[config.mk]
export PLATFORM = sky130hd
export DESIGN_NAME = shared_mem_port_ctrl
export DESIGN_NICKNAME = d
export VERILOG_FILES = /design/src/rtl/mem_port_pkg.sv /design/src/rtl/shared_mem_port_timer.sv /design/src/rtl/shared_mem_port_ctrl.sv
export SDC_FILE = /design/constraint.sdc
export NUM_CORES = 1
export LEC_CHECK = 0
export ABC_CLOCK_PERIOD_IN_PS = 1890
export BUFFER_PORTS_ARGS = -buffer_cell sky130_fd_sc_hd__buf_2
export CAP_MARGIN = 30
export CELL_PAD_IN_SITES_DETAIL_PLACEMENT = 0
export CELL_PAD_IN_SITES_GLOBAL_PLACEMENT = 1
export CORE_ASPECT_RATIO = 1.75
export CORE_MARGIN = 5
export CORE_UTILIZATION = 36
export DETAILED_ROUTE_END_ITERATION = 6
export GPL_ROUTABILITY_DRIVEN = 0
export PLACE_DENSITY_LB_ADDON = 0.3
export SLEW_MARGIN = 20
export SYNTH_ARGS = -nofsm -noshare
export SYNTH_HDL_FRONTEND = slang
export SYNTH_HIERARCHICAL = 1
export SYNTH_SLANG_ARGS = --single-unit
[constraint.sdc]
create_clock -name clk -period 1.89 [get_ports clk]
set_input_delay 0.378 -clock clk [delete_from_list [all_inputs] [get_ports clk]]
set_output_delay 0.378 -clock clk [all_outputs]
set_load 0.03 [all_outputs]
[src/rtl/mem_port_pkg.sv]
// Shared types and constants for the unified instruction/data memory port controller.
package mem_port_pkg;

    localparam int XLEN = 32;
    localparam logic [XLEN-1:0] NOP_INSTR = 32'h0000_0013;

    typedef enum logic [1:0] {
        IDLE       = 2'd0,
        DATA_WAIT  = 2'd1,
        INSTR_WAIT = 2'd2
    } state_t;

endpackage

[src/rtl/shared_mem_port_timer.sv]
// Per-transaction wait timer: down-counter reloaded while idle, expiry at terminal count.
// Only built when MEM_PORT_TIMEOUT_EN is defined.
`ifdef MEM_PORT_TIMEOUT_EN
module shared_mem_port_timer #(
    parameter int TIMEOUT_CYCLES = 16
) (
    input  logic clk,
    input  logic reset,
    input  logic clear,
    input  logic run,
    output logic expired
);

    localparam int CW = $clog2(TIMEOUT_CYCLES + 1);
    localparam logic [CW-1:0] LOAD = CW'(TIMEOUT_CYCLES - 1);

    logic [CW-1:0] count;

    // Loaded with TIMEOUT_CYCLES-1 so that terminal count lands on the last allowed wait cycle.
    always_ff @(posedge clk) begin
        if (reset || clear) begin
            count <= LOAD;
        end else if (run && (count != '0)) begin
            count <= count - 1'b1;
        end
    end

    assign expired = run & (count == '0);

endmodule
`endif

[src/rtl/shared_mem_port_ctrl.sv]
// Serialises MEM-stage and IF-stage accesses onto one single-port memory and stalls the pipe.
// Optional bus timeout with NOP/zero substitution is enabled by MEM_PORT_TIMEOUT_EN.
//
// state      | meaning
// IDLE       | no transaction; pick data (priority) or fetch, else hold
// DATA_WAIT  | load/store outstanding, bus fields held stable until ack
// INSTR_WAIT | fetch of captured PCF outstanding until ack
module shared_mem_port_ctrl
    import mem_port_pkg::*;
#(
    parameter int TIMEOUT_CYCLES = 16
) (
    input  logic        clk,
    input  logic        reset,
    input  logic [31:0] PCF,
    input  logic [31:0] ALUResultM,
    input  logic [31:0] WriteDataM,
    input  logic        MemWriteM,
    input  logic        MemReadM,
    output logic [31:0] InstrF,
    output logic [31:0] ReadDataM,
    output logic        PipeStall,
    output logic        BubbleW,
    output logic        bus_req,
    output logic        bus_we,
    output logic [31:0] bus_addr,
    output logic [31:0] bus_wdata,
    input  logic        bus_ack,
    input  logic [31:0] bus_rdata,
    output logic        bus_err
);

    state_t          state;
    logic            instr_done;
    logic            data_done;
    logic [XLEN-1:0] instr_buf;
    logic [XLEN-1:0] data_buf;

    logic need_data;
    logic d_ack;
    logic i_ack;
    logic data_ok;
    logic instr_ok;
    logic advance;
    logic tmo;

    assign need_data = MemWriteM | MemReadM;
    assign d_ack     = (state == DATA_WAIT) & bus_ack;
    assign i_ack     = (state == INSTR_WAIT) & bus_ack;
    assign data_ok   = ~need_data | data_done | d_ack;
    assign instr_ok  = instr_done | i_ack;
    assign PipeStall = ~(data_ok & instr_ok);
    assign BubbleW   = PipeStall;
    assign advance   = ~PipeStall;

    // Ack-cycle bypass lets the pipeline advance in the same cycle the bus answers.
    assign InstrF    = i_ack ? bus_rdata : instr_buf;
    assign ReadDataM = d_ack ? bus_rdata : data_buf;

`ifdef MEM_PORT_TIMEOUT_EN
    shared_mem_port_timer #(
        .TIMEOUT_CYCLES(TIMEOUT_CYCLES)
    ) u_timer (
        .clk     (clk),
        .reset   (reset),
        .clear   (state == IDLE),
        .run     (state != IDLE),
        .expired (tmo)
    );
`else
    logic unused_timeout_cfg;
    assign unused_timeout_cfg = ^TIMEOUT_CYCLES;
    assign tmo = 1'b0;
`endif

    always_ff @(posedge clk) begin
        if (reset) begin
            state      <= IDLE;
            instr_done <= 1'b0;
            data_done  <= 1'b0;
            bus_req    <= 1'b0;
            bus_we     <= 1'b0;
            bus_addr   <= '0;
            bus_wdata  <= '0;
            bus_err    <= 1'b0;
            instr_buf  <= '0;
            data_buf   <= '0;
        end else begin
            case (state)
                IDLE: begin
                    if (need_data && !data_done) begin
                        state     <= DATA_WAIT;
                        bus_req   <= 1'b1;
                        bus_we    <= MemWriteM;
                        bus_addr  <= ALUResultM;
                        bus_wdata <= WriteDataM;
                    end else if (!instr_done) begin
                        state    <= INSTR_WAIT;
                        bus_req  <= 1'b1;
                        bus_we   <= 1'b0;
                        bus_addr <= PCF;
                    end
                end
                DATA_WAIT: begin
                    if (bus_ack) begin
                        state     <= IDLE;
                        bus_req   <= 1'b0;
                        data_done <= 1'b1;
                        if (!bus_we) begin
                            data_buf <= bus_rdata;
                        end
                    end else if (tmo) begin
                        state     <= IDLE;
                        bus_req   <= 1'b0;
                        data_done <= 1'b1;
                        data_buf  <= '0;
                        bus_err   <= 1'b1;
                    end
                end
                INSTR_WAIT: begin
                    if (bus_ack) begin
                        state      <= IDLE;
                        bus_req    <= 1'b0;
                        instr_done <= 1'b1;
                        instr_buf  <= bus_rdata;
                    end else if (tmo) begin
                        state      <= IDLE;
                        bus_req    <= 1'b0;
                        instr_done <= 1'b1;
                        instr_buf  <= NOP_INSTR;
                        bus_err    <= 1'b1;
                    end
                end
                default: begin
                    state   <= IDLE;
                    bus_req <= 1'b0;
                end
            endcase

            // The pipeline consumed this cycle's results; a same-cycle ack set is overridden.
            if (advance) begin
                instr_done <= 1'b0;
                data_done  <= 1'b0;
            end
        end
    end

endmodule

==> results of run 1 <==
[layout make-up]
cell class                      instances  area (sq um)  area share [%]
Antenna cell                            1         2.502         0.02712
Clock buffer                           19         442.9           4.800
Clock inverter                         13         140.1           1.519
Inverter                                4         15.01          0.1627
Multi-Input combinational cell        451          3451           37.40
Sequential cell                       134          2685           29.10
Tap cell                              231         289.0           3.132
Timing Repair Buffer                  296          2202           23.86
[synthesized netlist by cell type (all sizes together) (2+ instances only)]
cell type,instances
buf,38
nand2b,2
o21bai,2
ha,3
nor4,33
dfxtp,134
and2,34
nor3,32
mux2,64
clkbuf,29
nor3b,32
nor2,2
a21oi,67
o21ai,36
a211oi,32
nor2b,4
nand3,32
inv,4
nand2,65
and3,2
[repair_timing]
action | CTS | global route
setup endpoints to repair | 66 | 66
pin swaps | 3 | 0
buffers inserted | 5 | 0
gates cloned | 3 | 0
gates resized for setup | 152 | 9
[per-stage QoR]
stage	hold WS, ps	setup TNS, ps	total power, uW	utilization, %
final	199.0	-19200	12480	52.62
after global routing	193.0	-23630	13090	52.62
after CTS	180.8	-21000	12620	52.41
after detailed placement	443.9	0	8843	45.63
after global placement	439.4	0	8838	45.63
after floorplan	433.8	0	7250	-
[critical path, cell delays in order (launching register included)]
cell and delay, ps:
dfxtp_2 320, inv_2 60, ha_2 170, and2_4 210, buf_12 160, mux2_2 350
buf_6 140
[final timing paths]
check / slack [ps] / endpoint
min: 200 / bus_wdata[10]
min reg2reg: 450 / data_buf[0]
max: -330 / ReadDataM[22]
max reg2reg: 240 / bus_wdata[5]
[logic make-up (layout without fill, tap and decap cells)]
family                   Yosys count  count (layout)  synth area share, %
AO/OA/AOI/OAI                    141             141                14.94
adder cells (fa/ha/maj)            3               3               0.5845
buffers and inverters             71             332                6.468
flip-flops                       134             134                41.77
multiplexers                      64              64                12.97
other                              1               2              0.05839
AND/OR/NAND/NOR                  242             242                23.20
[state kept, by name (all words and copies together) (netlist names)]
signal and cells:
bus_addr 32, data_buf 32, instr_buf 32, data_done 1
instr_done 1, bus_req 1, bus_we 1, bus_wdata 32
state 2
[layer usage]
layer	vias to the layer above	track usage (%)
li1	2835	-
met1	2717	20.01
met4	0	7.918
met3	32	4.668
met2	179	36.55
met5	-	0
[where the power goes]
group          internal [uW]  switching [uW]
Sequential              3320             253
Combinational           2300            3340
Clock                   1890            1380
Total                   7500            4970
==> results.txt, run 1 <==
commonest non-fill, non-tap cell in the layout: buf_2
layout cells sized above 1: 50.49%
Die X: 111.0 microns
row count: 64
number of global-route vias before repair: 5949
most frequent cells in the layout: buf_2 (197), dfxtp_1 (132), a21oi_1 (67)
clock root cell: clkbuf_16
total CTS buffers: 17
Routed Antenna Nets: 0
worst vdd rail ir drop: 0.0005787 V
Post-DP Area: 0.008003 sq mm
routed vias: 5763
worst-path maximum fanout: 14
cell depth of the worst flop-to-flop path: 6
run status: finished with violations
post-synthesis cell count: 656
Ports: 266
fin area: 0.009228 sq mm
Critical Path AT: 1850 ps
CTS tree: yes
GRT Overall Usage: 19.30%
first-pass GRT wire length: 32390 microns
H-tree depth: 4
Net Count, Synth: 792
max-cap violations: 0
Met3 Wirelength: 1026 microns
crit path capture type: output pin
Worst setup SP type: flop
Max Root-Sink Buffers: 2
total wire length: 20710 microns
detailed router's first-iteration violation count: 275
HPWL after DPL: 14020 microns
max frequency: 449.7 MHz
Die H: 186.7 microns
wire length on met2: 11300 microns
Final Setup Violations: 66
Core Region: 0.01754 sq mm
DR top layer: met4
beginning of the critical path: state[1]
clock latency on the worst-skew pair: 420 ps
P per Cell Area: 1352 mW/mm^2
layout net count: 1040
# DRC: 0
EDFF count, synth: 0
antenna violations before repair: 1
Min-Delay Path Class: in -> reg
setup ws final: -333.5 ps
R2R Path Start: state[1]
Hold Vio Cnt, Final: 0
Slew HR: 45.02%
RSZ-0062 raised after global routing: true
Starting Density: 36.62%
Post-Synthesis Cell Area: 0.006422 sq mm
distinct cell type count after synthesis: 42
grt total ovfl: 0
CTS Sinks: 134
vias per cell: 5.016
CTS Hold Bufs: 0
Critical Path RT: 1510 ps
final-report max-slew violation count: 0
die area: 0.02072 sq mm
port bufs: 264
Avg Cell Area, Syn: 9.790 sq um
P&R area growth vs syn: 43.68%
wl on met1: 7831 microns
Hold Startpoint: WriteDataM[10]
violated checks: setup timing
WL per Instance: 18.02 microns
worst-case clock skew: 10.97 ps
Worst-path clk slew: 70 ps
largest net degree at the start of global routing: 65
fill cell count: 1640
post-synth top area cell: dfxtp_1
Seq/Total Area, Yosys: 41.77%
Synth area leaders: dfxtp_1 (42%), mux2_4 (7.0%), mux2_2 (6.0%)
leakage power: 0.004001 uW
Crit Path Class: reg -> out
final std cells w/o fill: 1149
Tcrit/Tclk final: 117.6%
Worst Max-Slew Pin Slew: 824.7 ps
DR pass1 iterations: 6
Synth warnings: 6
Synth top area share: 41.77%
FF+latch count, synth: 134
Final min period: 2224 ps
Place WS: 15.40 ps
Synth Flop Type: dfxtp_1
placed insts: 1108
Post-synth ARST share: 0%
hold depth: 3
(Power assumes the default switching activity.)
==> inputs of run 2 (changes only) <==
--- a/config.mk
+++ b/config.mk
@@ -15,7 +15,8 @@
 export CORE_UTILIZATION = 36
 export DETAILED_ROUTE_END_ITERATION = 6
 export GPL_ROUTABILITY_DRIVEN = 0
-export PLACE_DENSITY_LB_ADDON = 0.3
+export PLACE_DENSITY = 0.89
+export SETUP_SLACK_MARGIN = 0.05
 export SLEW_MARGIN = 20
 export SYNTH_ARGS = -nofsm -noshare
 export SYNTH_HDL_FRONTEND = slang
==> run 2 against run 1 <==
The flow still finishes with violations (setup timing). Critical endpoint is now ReadDataM[13]. Fmax down 1.3%. Critical path depth up 1. Clock-buffer cell count down 1.
==> results.txt, run 2 (synthesis results as in run 1) <==
Die X: 111.0 microns (unchanged)
routed vias: 6095 (+5.8%)
leakage power: 0.004256 uW (+6.4%)
clock root cell: clkbuf_16
violated checks: setup timing
layout cells sized above 1: 53.35% (+2.9 points)
CTS tree: yes
# DRC: 0 (unchanged)
clock latency on the worst-skew pair: 420 ps (about the same)
Ports: 266 (unchanged)
setup slack, reg-to-reg: 90 ps (-150 ps)
Worst Max-Slew Pin Slew: 518.2 ps (-306.4 ps)
P per Cell Area: 1405 mW/mm^2 (+3.9%)
detailed router's first-iteration violation count: 282 (+2.5%)
total CTS buffers: 17 (unchanged)
setup ws final: -362.7 ps (-29.21 ps)
vias per cell: 5.196 (+3.6%)
DR pass1 iterations: 5 (-1)
most frequent cells in the layout: buf_2 (197), dfxtp_1 (132), buf_6 (73)
max-cap violations: 0 (unchanged)
worst vdd rail ir drop: 0.0006347 V (+9.7%)
Final Setup Violations: 66 (unchanged)
first-pass GRT wire length: 34360 microns (+6.1%)
final-report max-slew violation count: 0 (unchanged)
Starting Density: 36.62% (unchanged)
antenna violations before repair: 3 (+2)
beginning of the critical path: state[1]
Tcrit/Tclk final: 119.2% (+1.5 points)
RSZ-0062 raised after global routing: true
die area: 0.02072 sq mm (unchanged)
Critical Path RT: 1510 ps (about the same)
worst-case clock skew: 11.20 ps (+0.2312 ps)
commonest non-fill, non-tap cell in the layout: buf_2
Final min period: 2253 ps (+29.21 ps)
Critical Path AT: 1870 ps (+20 ps)
GRT Overall Usage: 20.42% (+1.1 points)
WL per Instance: 19.87 microns (+10%)
Hold Startpoint: WriteDataM[21]
power after layout: 14020 uW (+12%)
port bufs: 264 (unchanged)
Worst-path clk slew: 60 ps (about the same)
P&R area growth vs syn: 55.33%
layout net count: 1064 (+2.3%)
Min-Delay Path Class: in -> reg
run status: finished with violations
row count: 64 (unchanged)
R2R Path Start: state[1]
Core Region: 0.01754 sq mm (unchanged)
Slew HR: 65.45% (+20 points)
total wire length: 23310 microns (+13%)
HPWL after DPL: 14340 microns (+2.2%)
max frequency: 443.9 MHz (-1.3%)
Routed Antenna Nets: 0 (unchanged)
grt total ovfl: 0 (unchanged)
Max Root-Sink Buffers: 2 (unchanged)
Worst setup SP type: flop
worst-path maximum fanout: 5 (-9)
Die H: 186.7 microns (unchanged)
number of global-route vias before repair: 6207 (+4.3%)
CTS Hold Bufs: 0 (unchanged)
H-tree depth: 4 (unchanged)
crit path capture type: output pin
largest net degree at the start of global routing: 65 (unchanged)
Crit Path Class: reg -> out
CTS Sinks: 134 (unchanged)
Hold Vio Cnt, Final: 0 (unchanged)
Total Neg Setup Slack: -19840 ps (-632.0 ps)
[run 2: cell count changes in the layout (fill, tap and decap cells not counted), moves of 5 or more]
cell | before | now
a211oi_4 | 0 | 17
a211oi_2 | 28 | 15
buf_6 | 60 | 73
mux2_2 | 10 | 0
mux2_4 | 54 | 64
clkbuf_16 | 17 | 23
buf_12 | 15 | 20
nor3_1 | 32 | 27
[run 2: final cells by class]
cell class              instances  area (sq um)
diodes                          1         2.502
clock buffers                  18         429.2
clock inverters                14         176.4
fillers                      1501          7561
inverters                       4         17.52
multi-input cells             451          3735
flip-flops and latches        134          2688
well taps                     231         289.0
repair buffers                320          2639
[run 2: final timing paths]
check / cells past startpoint / endpoint
max: 7 / ReadDataM[13]
min: 3 / bus_wdata[21]
max reg2reg: 10 / bus_addr[27]
min reg2reg: 2 / data_buf[19]
[run 2: what timing repair did]
| action | 4_1_cts | 5_1_grt |
|---|---|---|
| pin swaps | 1 | 25 |
| gates cloned | 5 | 7 |
| gates resized for setup | 157 | 75 |
| setup buffers | 12 | 9 |
| endpoints found under the setup margin | 66 | 131 |
| endpoints found under the hold margin | 0 | 0 |
[run 2: metrics by stage]
stage / util [%] / setup slack (ps) / cell area [sq um] / std cells / hold slack, ps
6_report: 56.89 / -362.7 / 9976 / 1173 / 214.0
3_5_place_dp: 45.69 / 17.17 / 8013 / 1109 / 447.6
4_1_cts: 53.41 / -383.3 / 9366 / 1157 / 192.0
3_3_place_gp: 45.69 / 37.49 / 8013 / 1109 / 440.5
2_1_floorplan: - / 54.12 / 6434 / 656 / 433.8
5_1_grt: 56.89 / -406.6 / 9976 / 1173 / 203.9
[run 2: critical path, cell delays in order, from the launching register on]
cell       delay (ps)
dfxtp_2           330
inv_2              50
ha_4              150
and2_4            170
buf_6             130
clkbuf_16         160
mux2_4            310
buf_6             140
[run 2: layer usage]
metal	GRT usage, %	vias to the layer above	share of wire [%]
li1	-	2879	-
met1	21.82	2922	36
met2	37.44	233	56
met3	4.895	57	5.0
met4	9.388	4	3.4
met5	0	-	0.090
[run 2: power by group]
group,internal (uW),switching (uW)
combinational,3090,3850
sequential,3320,325
clock,2090,1340
==> inputs of run 3 (changes only) <==
--- a/config.mk
+++ b/config.mk
@@ -5,6 +5,7 @@
 export SDC_FILE = /design/constraint.sdc
 export NUM_CORES = 1
 export LEC_CHECK = 0
+export ABC_AREA = 1
 export ABC_CLOCK_PERIOD_IN_PS = 1890
 export BUFFER_PORTS_ARGS = -buffer_cell sky130_fd_sc_hd__buf_2
 export CAP_MARGIN = 30
@@ -12,7 +13,7 @@
 export CELL_PAD_IN_SITES_GLOBAL_PLACEMENT = 1
 export CORE_ASPECT_RATIO = 1.75
 export CORE_MARGIN = 5
-export CORE_UTILIZATION = 36
+export CORE_UTILIZATION = 32
 export DETAILED_ROUTE_END_ITERATION = 6
 export GPL_ROUTABILITY_DRIVEN = 0
 export PLACE_DENSITY = 0.89
==> run 3 against run 2 <==
The flow still finishes with violations (setup timing). Worst hold slack got worse by 3.5 ps. Combinational power decreased by 44%. Sequential power shrank 8.2%. Wire length is 11% lower.
==> results.txt, run 3 <==
clock latency on the worst-skew pair: 410 ps (about the same)
# DRC: 0 (unchanged)
Net Count, Synth: 1014 (+28%)
FF+latch count, synth: 134 (unchanged)
total CTS buffers: 17 (unchanged)
EDFF count, synth: 0 (unchanged)
Synth top area share: 45.52% (+3.8 points)
Ports: 266 (unchanged)
HPWL after DPL: 13640 microns (-4.9%)
Synth area leaders: dfxtp_1 (46%), nand2_1 (17%), o21ai_0 (8.2%)
post-synth top area cell: dfxtp_1
Die H: 189.5 microns (+1.5%)
Synth warnings: 6 (unchanged)
WL per Instance: 14.68 microns (-26%)
Worst Max-Slew Pin Slew: 516.9 ps (-1.316 ps)
Final Setup Violations: 66 (unchanged)
Hold Vio Cnt, Final: 0 (unchanged)
Max Root-Sink Buffers: 2 (unchanged)
first-pass GRT wire length: 31950 microns (-7.0%)
RSZ-0062 raised after global routing: true
Die X: 112.6 microns (+1.5%)
switching part of the total: 35.96% (-3.4 points)
Critical Path AT: 1850 ps (-20 ps)
Slew HR: 65.54% (+0.088 points)
Min-Delay Path Class: in -> reg
distinct cell type count after synthesis: 22 (-48%)
run status: finished with violations
final-report max-slew violation count: 0 (unchanged)
fill cell count: 1768 (+18%)
register area: 0.002685 sq mm (about the same)
Synth Flop Type: dfxtp_1
layout net count: 1303 (+22%)
CTS Hold Bufs: 0 (unchanged)
sequential share of power: 32.4% (+6.4 points)
Post-Synthesis Cell Area: 0.005893 sq mm (-8.2%)
CTS Sinks: 134 (unchanged)
Final min period: 2226 ps (-26.43 ps)
Place WS: -25.14 ps (-42.31 ps)
total wire length: 20720 microns (-11%)
detailed router's first-iteration violation count: 228 (-19%)
Clock power frac: 29.6% (+5.1 points)
grt total ovfl: 0 (unchanged)
H-tree depth: 4 (unchanged)
post-synthesis cell count: 878 (+34%)
leakage power: 0.004914 uW (+15%)
Switch Pwr: 3715 uW (-33%)
largest net degree at the start of global routing: 63 (-3.1%)
Critical Path RT: 1510 ps (about the same)
port bufs: 264 (unchanged)
clock root cell: clkbuf_16
DR pass1 iterations: 4 (-1)
crit path capture type: output pin
Post-synth ARST share: 0% (unchanged)
Worst-path clk slew: 60 ps (about the same)
worst-case clock skew: 7.746 ps (-3.457 ps)
violated checks: setup timing
Crit Path Class: reg -> out
CTS tree: yes
count leader, synth: nand2_1
Cell Int Power: 6615 uW (-22%)
vias per cell: 4.525 (-13%)
Hold WS: 210.5 ps (-3.484 ps)
Multi-input gate area: 0.002998 sq mm (-20%)
Worst setup SP type: flop
max-cap violations: 0 (unchanged)
P&R area growth vs syn: 60.08%
Avg Cell Area, Syn: 6.712 sq um (-31%)
most frequent cells in the layout: nand2_1 (246), buf_2 (198), dfxtp_1 (132)
Comb pwr share: 37.9% (-12 points)
Core Region: 0.01805 sq mm (+3.0%)
Tcrit/Tclk final: 117.8% (-1.4 points)
layout cells sized above 1: 41.41% (-12 points)
Post-synth top cells: nand2_1 (268), dfxtp_1 (134), inv_1 (105)
Routed Antenna Nets: 0 (unchanged)
setup slack, reg-to-reg: 110 ps (+20 ps)
die area: 0.02134 sq mm (+3.0%)
worst-path maximum fanout: 8 (+3)
antenna violations before repair: 1 (-2)
row count: 65 (+1.6%)
Seq/Total Area, Yosys: 45.52% (+3.8 points)
P per Cell Area: 1095 mW/mm^2 (-22%)
Starting Density: 32.64% (-4.0 points)
setup ws final: -336.3 ps (+26.43 ps)
max frequency: 449.2 MHz (+1.2%)
GRT Overall Usage: 18.58% (-1.8 points)
worst vdd rail ir drop: 0.0006381 V (+0.54%)
commonest non-fill, non-tap cell in the layout: nand2_1
number of global-route vias before repair: 6398 (+3.1%)
routed vias: 6385 (+4.8%)
==> run 3: changes by cell type after synthesis, moves of 33 or more <==
cell and delta:
nor2_1 +96, o21ai_0 +60, inv_1 +101, or2_2 +33, mux2_2 -34, and2_1 -34
nand2_1 +204
==> run 3: worst paths after layout <==
path	depth (start not counted)	start	end
max	9	state[0]	InstrF[22]
min	3	WriteDataM[17]	bus_wdata[17]
max reg2reg	8	state[0]	data_buf[28]
min reg2reg	2	data_buf[17]	data_buf[17]
==> run 3: layout make-up <==
cell class	instances	share of cell area, %
Clock buffer	24	5.212
Timing Repair Buffer	326	26.45
Tap cell	234	3.103
Clock inverter	4	0.5040
Inverter	107	4.469
Antenna cell	1	0.02653
Multi-Input combinational cell	581	31.78
Sequential cell	134	28.46
==> run 3: power by group through the flow <==
| stage | clock network [uW] | logic (uW) | registers, uW |
|---|---|---|---|
| global route | 3250 | 4260 | 3390 |
| floorplan | 0 | 1660 | 3880 |
| finish | 3060 | 3920 | 3350 |
| detailed placement | 0 | 3200 | 3400 |
| global placement | 0 | 3180 | 3390 |
| CTS | 3160 | 3690 | 3350 |
==> run 3: metal layers <==
layer / track usage (%) / routed length [microns] / part of all wire [%]
met1: 18.85 / 7479 / 36
met2: 34.68 / 11260 / 54
met3: 3.774 / 1064 / 5.1
met4: 10.37 / 913 / 4.4
met5: 0 / 0 / 0
==> run 3: critical path, cell delays in order (launching register included) <==
cell       delay [ps]
dfxtp_2           330
inv_2              50
ha_4              150
nand2_4            80
inv_8              60
clkbuf_16         160
or2_2             280
o21ai_2            80
inv_2              90
buf_6             140
==> run 3: logic make-up after synthesis <==
group / Yosys count / synth area share, %
flip-flops: 134 / 45.52
buffers and inverters: 163 / 11.49
adder cells (fa/ha/maj): 3 / 0.6370
other: 1 / 0.06363
AND/OR/NAND/NOR: 411 / 28.07
AO/OA/AOI/OAI: 166 / 14.23
==> run 3: what timing repair did <==
action	in CTS	in global routing
gates resized for setup	190	155
pin swaps	4	3
buffers inserted	4	12
gates cloned	7	2
setup endpoints to repair	66	66
==> run 3: per-stage QoR <==
step                utilization, %  power (uW)  std cells  setup TNS, ps  cell area (sq um)
detailed placement           42.18        6604       1359         -105.8               7615
global route                 52.25       10890       1411         -20830               9434
global placement             42.18        6573       1359              0               7615
floorplan                        -        5544        878          -3477               5893
finish                       52.25       10330       1411         -16060               9434
CTS                          49.54       10190       1398         -19430               8945
